`src/rtl/mux8_rr_arbiter_pkg.sv`:
```
// Shared types and constants for the 8-source round-robin mux arbiter.
// State encoding is fixed at 2 bits: IDLE=0, GRANT=1, RELEASE=2.
package mux8_rr_arbiter_pkg;

    localparam int N_SRC = 8;
    localparam int SEL_W = 3;

    typedef enum logic [1:0] {
        ST_IDLE    = 2'd0,
        ST_GRANT   = 2'd1,
        ST_RELEASE = 2'd2
    } arb_state_e;

    function automatic logic [N_SRC-1:0] onehot8(input logic [SEL_W-1:0] idx);
        return {{(N_SRC-1){1'b0}}, 1'b1} << idx;
    endfunction

endpackage

```
`src/rtl/mux8_rr_arbiter_if.sv`:
```
// Request/grant bundle between the 8 requesters and the mux arbiter.
// master = requester side, slave = arbiter side.
interface mux8_rr_arbiter_if;
    import mux8_rr_arbiter_pkg::*;

    logic [N_SRC-1:0] req;
    logic [N_SRC-1:0] gnt;
    logic [SEL_W-1:0] sel;
    logic             valid;
    logic             timeout;

    modport master (output req, input gnt, sel, valid, timeout);
    modport slave  (input req, output gnt, sel, valid, timeout);

endinterface

```
`src/rtl/mux8_rr_arbiter_rr_pick8.sv`:
```
// Combinational round-robin picker: first set req bit at or after ptr, wrapping.
// Latency 0; no backpressure (pure function of req and ptr).
module rr_pick8
    import mux8_rr_arbiter_pkg::*;
(
    input  logic [N_SRC-1:0] req,
    input  logic [SEL_W-1:0] ptr,
    output logic             any,
    output logic [SEL_W-1:0] idx
);

    logic [2*N_SRC-1:0] dbl;
    logic [N_SRC-1:0]   rot;
    logic [SEL_W-1:0]   off;

    always_comb begin
        dbl = {req, req};
        // Rotating right by ptr puts source ptr at bit 0, so lowest set bit wins.
        rot = N_SRC'(dbl >> ptr);
        off = '0;
        for (int i = N_SRC - 1; i >= 0; i--) begin
            if (rot[i]) begin
                off = SEL_W'(i);
            end
        end
        any = |req;
        idx = ptr + off;
    end

endmodule

```
`src/rtl/mux8_rr_arbiter.sv`:
```
// Round-robin owner arbiter for a shared 8:1 mux; optional forced release via MUX8_ARB_TIMEOUT_EN.
// Latency: req->gnt 1 cycle; owner drop->gnt low 1 cycle, then a fixed 1-cycle turnaround.
// Backpressure: grant held while owner's req stays high; no preemption, others wait.
module mux8_rr_arbiter
    import mux8_rr_arbiter_pkg::*;
#(
    parameter int MAX_HOLD  = 16,
    parameter int RESET_PTR = 0
) (
    input  logic             clk,
    input  logic             rst_n,
    mux8_rr_arbiter_if.slave arb
);

    if (MAX_HOLD < 2 || MAX_HOLD > 255 || RESET_PTR < 0 || RESET_PTR > 7) begin : g_bad_param
        $error("mux8_rr_arbiter: MAX_HOLD must be 2..255 and RESET_PTR 0..7");
    end

    arb_state_e       state_q, state_d;
    logic [N_SRC-1:0] gnt_q, gnt_d;
    logic [SEL_W-1:0] sel_q, sel_d;
    logic             valid_q, valid_d;
    logic [SEL_W-1:0] ptr_q, ptr_d;

    logic             pick_any;
    logic [SEL_W-1:0] pick_idx;
    logic             owner_req;

`ifdef MUX8_ARB_TIMEOUT_EN
    localparam logic [7:0] HOLD_LAST = 8'(MAX_HOLD - 1);
    logic [7:0] cnt_q, cnt_d;
    logic       timeout_q, timeout_d;
`endif

    rr_pick8 u_pick (
        .req (arb.req),
        .ptr (ptr_q),
        .any (pick_any),
        .idx (pick_idx)
    );

    assign owner_req = arb.req[sel_q];

    always_comb begin
        state_d = state_q;
        gnt_d   = gnt_q;
        sel_d   = sel_q;
        valid_d = valid_q;
        ptr_d   = ptr_q;
`ifdef MUX8_ARB_TIMEOUT_EN
        cnt_d     = cnt_q;
        timeout_d = 1'b0;
`endif
        case (state_q)
            ST_IDLE: begin
                if (pick_any) begin
                    state_d = ST_GRANT;
                    gnt_d   = onehot8(pick_idx);
                    sel_d   = pick_idx;
                    valid_d = 1'b1;
`ifdef MUX8_ARB_TIMEOUT_EN
                    cnt_d   = '0;
`endif
                end
            end
            ST_GRANT: begin
                // sel is left alone on release so the mux stays put through turnaround.
                if (!owner_req) begin
                    state_d = ST_RELEASE;
                    gnt_d   = '0;
                    valid_d = 1'b0;
                    ptr_d   = sel_q + 3'd1;
`ifdef MUX8_ARB_TIMEOUT_EN
                end else if (cnt_q == HOLD_LAST) begin
                    state_d   = ST_RELEASE;
                    gnt_d     = '0;
                    valid_d   = 1'b0;
                    ptr_d     = sel_q + 3'd1;
                    timeout_d = 1'b1;
                end else begin
                    cnt_d = cnt_q + 8'd1;
`endif
                end
            end
            ST_RELEASE: begin
                state_d = ST_IDLE;
            end
            default: begin
                state_d = ST_IDLE;
                gnt_d   = '0;
                valid_d = 1'b0;
            end
        endcase
    end

    always_ff @(posedge clk or negedge rst_n) begin
        if (!rst_n) begin
            state_q   <= ST_IDLE;
            gnt_q     <= '0;
            sel_q     <= '0;
            valid_q   <= 1'b0;
            ptr_q     <= SEL_W'(RESET_PTR);
`ifdef MUX8_ARB_TIMEOUT_EN
            cnt_q     <= '0;
            timeout_q <= 1'b0;
`endif
        end else begin
            state_q   <= state_d;
            gnt_q     <= gnt_d;
            sel_q     <= sel_d;
            valid_q   <= valid_d;
            ptr_q     <= ptr_d;
`ifdef MUX8_ARB_TIMEOUT_EN
            cnt_q     <= cnt_d;
            timeout_q <= timeout_d;
`endif
        end
    end

    assign arb.gnt   = gnt_q;
    assign arb.sel   = sel_q;
    assign arb.valid = valid_q;
`ifdef MUX8_ARB_TIMEOUT_EN
    assign arb.timeout = timeout_q;
`else
    assign arb.timeout = 1'b0;
`endif

endmodule
```
`src/flat_wrapper.sv`:
```
// flat-port wrapper written by rule: the top's interface ports become plain ports
module mux8_rr_arbiter_flat import mux8_rr_arbiter_pkg::*;
#(
    parameter int MAX_HOLD  = 16,
    parameter int RESET_PTR = 0
)
  (clk, rst_n, arb_req, arb_gnt, arb_sel, arb_valid, arb_timeout);
  mux8_rr_arbiter_if arb_i ();
  input  logic clk;
  input  logic rst_n;
  input wire logic [$bits(arb_i.req)-1:0] arb_req;
  output wire logic [$bits(arb_i.gnt)-1:0] arb_gnt;
  output wire logic [$bits(arb_i.sel)-1:0] arb_sel;
  output wire logic [$bits(arb_i.valid)-1:0] arb_valid;
  output wire logic [$bits(arb_i.timeout)-1:0] arb_timeout;
  assign arb_i.req = arb_req;
  assign arb_gnt = arb_i.gnt;
  assign arb_sel = arb_i.sel;
  assign arb_valid = arb_i.valid;
  assign arb_timeout = arb_i.timeout;
  mux8_rr_arbiter #(.MAX_HOLD(MAX_HOLD), .RESET_PTR(RESET_PTR)) u_core (.clk(clk), .rst_n(rst_n), .arb(arb_i));
endmodule
```
`config.mk`:
```
export PLATFORM = sky130hd
export DESIGN_NAME = mux8_rr_arbiter_flat
export DESIGN_NICKNAME = d
export VERILOG_FILES = /design/src/rtl/mux8_rr_arbiter_pkg.sv /design/src/rtl/mux8_rr_arbiter_if.sv /design/src/rtl/mux8_rr_arbiter_rr_pick8.sv /design/src/rtl/mux8_rr_arbiter.sv /design/src/flat_wrapper.sv
export SDC_FILE = /design/constraint.sdc
export NUM_CORES = 1
export LEC_CHECK = 0
export CAP_MARGIN = 5
export CORE_UTILIZATION = 40
export CTS_CLUSTER_DIAMETER = 150
export DETAILED_ROUTE_END_ITERATION = 6
export GPL_TIMING_DRIVEN = 0
export PLACE_DENSITY_LB_ADDON = 0.25
export SLEW_MARGIN = 10
export SYNTH_ARGS = -nofsm -noshare
export SYNTH_HDL_FRONTEND = slang
export SYNTH_HIERARCHICAL = 1
export SYNTH_SLANG_ARGS = --single-unit
export TNS_END_PERCENT = 5
```
`constraint.sdc`:
```
create_clock -name clk -period 4.1 [get_ports clk]
set_clock_uncertainty 0.05 [all_clocks]
set_input_delay 0.82 -clock clk [delete_from_list [all_inputs] [get_ports clk]]
set_output_delay 0.82 -clock clk [all_outputs]
set_load 0.005 [all_outputs]
```
=== Word-level counts from Yosys, hierarchy flattened ===
Cells that the tools add are included.

* Memories: 0
* Flip-flop bits (word level): 17
* Memory bits (read-only): 0
* Input bits: 10
* Word-level logic and storage cells: 41
* Output and inout port bits: 13
* RAM bits: 0
* Bits in latches: 0

* Shift operators: 2
* Multiplexer cells: 19
* Add/sub/neg operators: 2
* Equality and inequality tests: 4
* Multipliers: 0
* Reduce and logical (&&, ||, !) cells: 6
* Bitwise logic cells: 2
* Magnitude comparators: 1
* Div/mod/pow operators: 0

{| class="wikitable"
|+ Operators by type and width
! cell !! count
|-
| 3-bit 2-to-1 mux || 8
|-
| 8-bit one-hot mux with 3 select lines || 1
|-
| 8-bit 2-to-1 mux || 2
|-
| 16-bit by 3-bit right shift with 8-bit output || 1
|-
| 8-bit OR reduction || 1
|-
| 1-bit by 3-bit left shift with 8-bit output, first input constant || 1
|-
| 2-bit AND reduction || 3
|-
| 3-bit by 4-bit less-than comparator with 1-bit output, second input constant || 1
|-
| 2-bit 2-to-1 mux || 2
|-
| 2-bit one-hot mux with 2 select lines || 1
|-
| 3-bit by 1-bit adder with 3-bit output, second input constant || 1
|-
| 3-bit adder || 1
|-
| 1-bit binary-select mux with 3-bit select || 1
|-
| 1-bit 2-to-1 mux || 3
|-
| 1-bit one-hot mux with 3 select lines || 1
|-
| 3-bit AND reduction || 1
|-
| 2-bit by 1-bit equality test with 1-bit output, second input constant || 1
|-
| 2-bit equality test, second input constant || 1
|-
| 2-bit logical NOT || 1
|-
| 2-bit by 1-bit inequality test with 1-bit output, second input constant || 1
|-
| 2-bit inequality test, second input constant || 1
|-
| 1-bit inverter || 2
|}

=== Longest topological paths before layout ===
* Word-level depth: 13
* Gate-level depth with buffers: 13
* Mapped depth without buffers: 12

=== Cells and area by module ===
The synthesis kept the hierarchy.

{| class="wikitable"
|+ By module, submodules not included
! module !! seq. area each (um^2) !! cells an instance !! instances !! area an instance (um^2)
|-
| mux8_rr_arbiter || 425.4 || 76 || 1 || 817.0
|-
| rr_pick8 || 0.0 || 50 || 1 || 519.2
|}

=== Worst setup path after synthesis ===
No wires, ideal clock.

* Kind: input -> register
* Start: input port arb_req[7]
* End: register u_core.gnt_q[4], in the netlist u_core/arb.gnt[4]
* Stages: 12
* Buffers on the path: 0
* Library setup time: 0.101 ns
* Arrival time: 3.359 ns
* Path slack: 0.590 ns
* Data required time: 3.949 ns
* Cell sequence: mux4_1 > mux2i_1 > o311ai_0 > a21bo_2 > a31oi_1 > ha_1 > inv_1 > fa_1 > xnor2_1 > xnor2_1 > nand2b_1 > o32ai_1

* Word-level cells in the longest chain between the ends: 13

{| class="wikitable"
|+ RTL lines
! item !! line !! RTL
|-
| start, declared || flat_wrapper.sv:11 || <nowiki>input wire logic [$bits(arb_i.req)-1:0] arb_req;</nowiki>
|-
| 16-bit by 3-bit right shift with 8-bit output (*) || mux8_rr_arbiter_rr_pick8.sv:19 || <nowiki>rot = N_SRC'(dbl >> ptr);</nowiki>
|-
| 3-bit 2-to-1 mux (7 in series) || mux8_rr_arbiter_rr_pick8.sv:22 || <nowiki>if (rot[i]) begin</nowiki>
|-
| 3-bit 2-to-1 mux (*) || mux8_rr_arbiter_rr_pick8.sv:22 ||
|-
| 3-bit adder (*) || mux8_rr_arbiter_rr_pick8.sv:27 || <nowiki>idx = ptr + off;</nowiki>
|-
| via u_core.pick_idx[2] || mux8_rr_arbiter.sv:26 || <nowiki>logic [SEL_W-1:0] pick_idx;</nowiki>
|-
| 1-bit by 3-bit left shift with 8-bit output (*) || mux8_rr_arbiter_pkg.sv:15 || <nowiki>return {{(N_SRC-1){1'b0}}, 1'b1} << idx;</nowiki>
|-
| 8-bit 2-to-1 mux (*) || mux8_rr_arbiter.sv:56 || <nowiki>if (pick_any) begin</nowiki>
|-
| 8-bit one-hot mux with 3 select lines (*) || mux8_rr_arbiter.sv:54 || <nowiki>case (state_q)</nowiki>
|-
| end signal, assigned || mux8_rr_arbiter.sv:109 || <nowiki>gnt_q <= gnt_d;</nowiki>
|-
| end, declared || mux8_rr_arbiter.sv:20 || <nowiki>logic [N_SRC-1:0] gnt_q, gnt_d;</nowiki>
|}

Mark *: on every way through the listed nets, which the timed path passes. The rest lies on a longest branch. The select of a mux whose other input is x is not followed.
A chain may end at the register's enable or synchronous reset.

=== Worst setup path in the final report ===
* Start: input port arb_req[4]
* End: register u_core.gnt_q[4], in the netlist u_core/arb.gnt[4]

The elaborated chain is that of the path after synthesis.

==> results.sh <==
export IMPL_wl_mm=2.84
export IMPL_worstSetupEndpointType="flip-flop"
export IMPL_die_area_um2=3580
export IMPL_status="finished clean"
export IMPL_synth_compound_area_share=0.163
export IMPL_ant_nets=0
export IMPL_cts_buffers=3
export IMPL_start_util=0.431
export IMPL_power_mw=1.38
export IMPL_holdPathStages=1
export IMPL_wl_per_cell_um=14.6
export IMPL_dpl_hpwl_mm=2.16
export IMPL_io_buffers=21
export IMPL_synth_seq_cells=17
export IMPL_rows=20
export IMPL_worst_pin_slew_ps=765
export IMPL_synth_mux_area_frac=0.272
export IMPL_avgSynthCellArea_um2=10.6
export IMPL_fin_crit_sh=0.882
export IMPL_synth_top_family_by_area="multiplexers"
export IMPL_syn_inst=126
export IMPL_rsz0062_at_grt="false"
export IMPL_r2r_start="u_core/ptr_q[0]$_DFFE_PN0P_"
export IMPL_gp_congestion=0.769
export IMPL_clk_pin_slew_ps=90
export IMPL_cts_root_buffer="clkbuf_4"
export IMPL_drc=0
export IMPL_overflow=0
export IMPL_grt_usage=0.180
export IMPL_cts_num_sinks=17
export IMPL_grt_antenna_before_repair=0
export IMPL_fin_crit_ps=3610
export IMPL_arrival_ps=3760
export IMPL_r2r_cells=13
export IMPL_grt_pass1_wl_mm=4.78
export IMPL_die_x_um=59.8
export IMPL_drv_cap=0
export IMPL_synth_adder_area_share=0.0337
export IMPL_synth_flop_cell="dfrtp_1"
export IMPL_yosys_warnings=6
export IMPL_max_clock_freq_mhz=277
export IMPL_yosysSeqAreaShare=0.318
export IMPL_antenna_cells=0
export IMPL_pin_count=23
export IMPL_peakVddDrop_v=0.000441
export IMPL_firstDrtPassIters=4
export IMPL_clk_path_buf_depth=2
export IMPL_synth_area_um2=1340
export IMPL_clk_latency_ps=290
export IMPL_min_delay_start="u_core/state_q[0]$_DFFE_PN0P_"
export IMPL_synth_simple_gate_area_share=0.121
export IMPL_post_cts_buffers=0
export IMPL_setup_viol=0
export IMPL_drive_gt1_frac=0.179
export IMPL_syn_num_nets=139
export IMPL_area_delta_synth_final_pct=24.4
export IMPL_grt_start_max_net_pins=18
export IMPL_grt_pass1_vias=1023
export IMPL_cts_hold_buf=0
export IMPL_synth_edf_count=0
export IMPL_seq_area_um2=425
export IMPL_die_h_um=59.8
export IMPL_hold_violations=0
export IMPL_yosysUniqueCellTypes=44
export IMPL_r2r_end="u_core/arb.gnt[4]$_DFFE_PN0P_"
export IMPL_powerDensity_nw_per_um2=830
export IMPL_reg2reg_slack_ps=610
export IMPL_num_vias=1056
export IMPL_multi_input_area_um2=832
export IMPL_maxSlewHeadroom=0.488
export IMPL_hold_class="reg2reg"
export IMPL_synth_xor_area_share=0.0197
export IMPL_htreeDepth=1
export IMPL_start_kind="primary input"
export IMPL_avgViaCountPerCell=5.42
export IMPL_cp_data_required_time_ps=4240
export IMPL_n_fill_cell=296
export IMPL_drv_slew=0
export IMPL_async_reset_ff_frac=1.00
export IMPL_first_iter_violations=49
export IMPL_cp_max_fo=7
export IMPL_worstSetupPathType="in2reg"
export IMPL_min_to="u_core/arb.valid$_DFFE_PN0P_"
export IMPL_core_um2=3100
export IMPL_p_leak_nw=0.771
export IMPL_hold_worst_slack_ps=441
export IMPL_nets=165
export IMPL_tritoncts="built"
-- what timing repair did --
action,CTS,global route
resized for setup,1,14
pin swaps,0,1
setup endpoints to repair,4,8
-- where the power goes --
part	internal, mW	switching (mW)	total [mW]
sequential	0.229	0.0559	0.284
clock	0.0379	0.0498	0.0878
combinational	0.479	0.529	1.01
total	0.745	0.635	1.38
-- cells by family (layout without fill, tap and decap cells) --
logic type | count (synthesis) | count (layout)
mux | 23 | 23
simple gates | 34 | 34
other cells | 1 | 1
fa+ha+maj | 3 | 3
compound gates | 24 | 24
xor+xnor | 3 | 3
flops | 17 | 17
buf+inv | 21 | 46
-- per-layer routing --
metal  part of all wire  routed length, µm  GRT usage  vias up
met1               0.46               1300      0.246      513
li1                   -                  -          -      521
met5                  0                  0          0        -
met3              0.028                 80     0.0390        3
met2               0.51               1440      0.297       19
met4             0.0060                 17     0.0299        0
-- layout by cell type (no fill, tap or decap), types with 3 or more instances in the layout --
cell and n:
nand2_1 16, buf_2 3, mux2i_1 8, mux2_4 3
mux4_1 5, mux2_2 3, dlymetal6s2s_1 8, o32ai_1 4
dfrtp_1 17, clkbuf_4 3, o22ai_1 4, inv_1 14
nor2_1 4, clkdlybuf4s50_1 13
-- synthesized netlist by cell type (2+ instances only) --
master,number,area share
inv_2,2,0.0056
nor2_1,4,0.011
nand2_1,16,0.045
mux2_2,3,0.025
mux2_4,3,0.034
inv_1,14,0.039
dfrtp_1,17,0.32
mux2i_1,10,0.075
nand3_1,2,0.0075
o32ai_1,4,0.026
nor4_1,2,0.0094
o211ai_1,2,0.011
ha_1,2,0.019
a21oi_1,2,0.0075
mux4_1,7,0.14
xnor2_1,2,0.013
nand2b_1,2,0.0094
o22ai_1,4,0.019
buf_2,3,0.011
-- how the worst max path moves through the flow --
stage / startpoint / slack (ps) / end / cells past startpoint
4_1_cts: arb_req[4] / 30 / u_core/arb.gnt[0]$_DFFE_PN0P_ / 13
6_report: arb_req[4] / 490 / u_core/arb.gnt[4]$_DFFE_PN0P_ / 13
2_1_floorplan: arb_req[7] / 590 / u_core/arb.gnt[4]$_DFFE_PN0P_ / 12
3_3_place_gp: arb_req[6] / -360 / u_core/arb.gnt[4]$_DFFE_PN0P_ / 13
5_1_grt: arb_req[5] / 310 / u_core/arb.gnt[4]$_DFFE_PN0P_ / 13
3_5_place_dp: arb_req[4] / -400 / u_core/arb.gnt[4]$_DFFE_PN0P_ / 13
-- critical path: stages --
cell	delay [ps]
dlymetal6s2s_1	200
mux4_2	520
mux2i_2	220
o311ai_1	150
a21bo_2	230
a31oi_1	180
ha_1	170
inv_1	50
fa_1	400
xnor2_2	170
xnor2_2	300
nand2b_1	120
o32ai_1	240
-- through the flow --
stage,instances,TNS [ps],utilization,worst slack [ps],area [µm²]
after detailed placement,191,-2630,0.516,-399,1600
final,195,0,0.536,486,1660
after CTS,195,0,0.527,26.5,1640
after global routing,195,0,0.536,312,1660
after global placement,191,-2510,0.516,-359,1600
after floorplan,126,0,-,590,1340
-- layout make-up --
cell class / count / area share
Clock buffer: 4 / 0.0158
Tap cell: 44 / 0.0331
Inverter: 16 / 0.0361
Multi-Input combinational cell: 88 / 0.500
Buffer: 5 / 0.0203
Sequential cell: 17 / 0.256
Timing Repair Buffer: 21 / 0.138
-- flip-flops by register name (all words and copies together) (netlist names) --
signal / flops
u_core/arb.valid: 1
u_core/arb.gnt: 8
u_core/ptr_q: 3
u_core/arb.sel: 3
u_core/state_q: 2
Note: power is estimated with default switching activity, not from simulation.
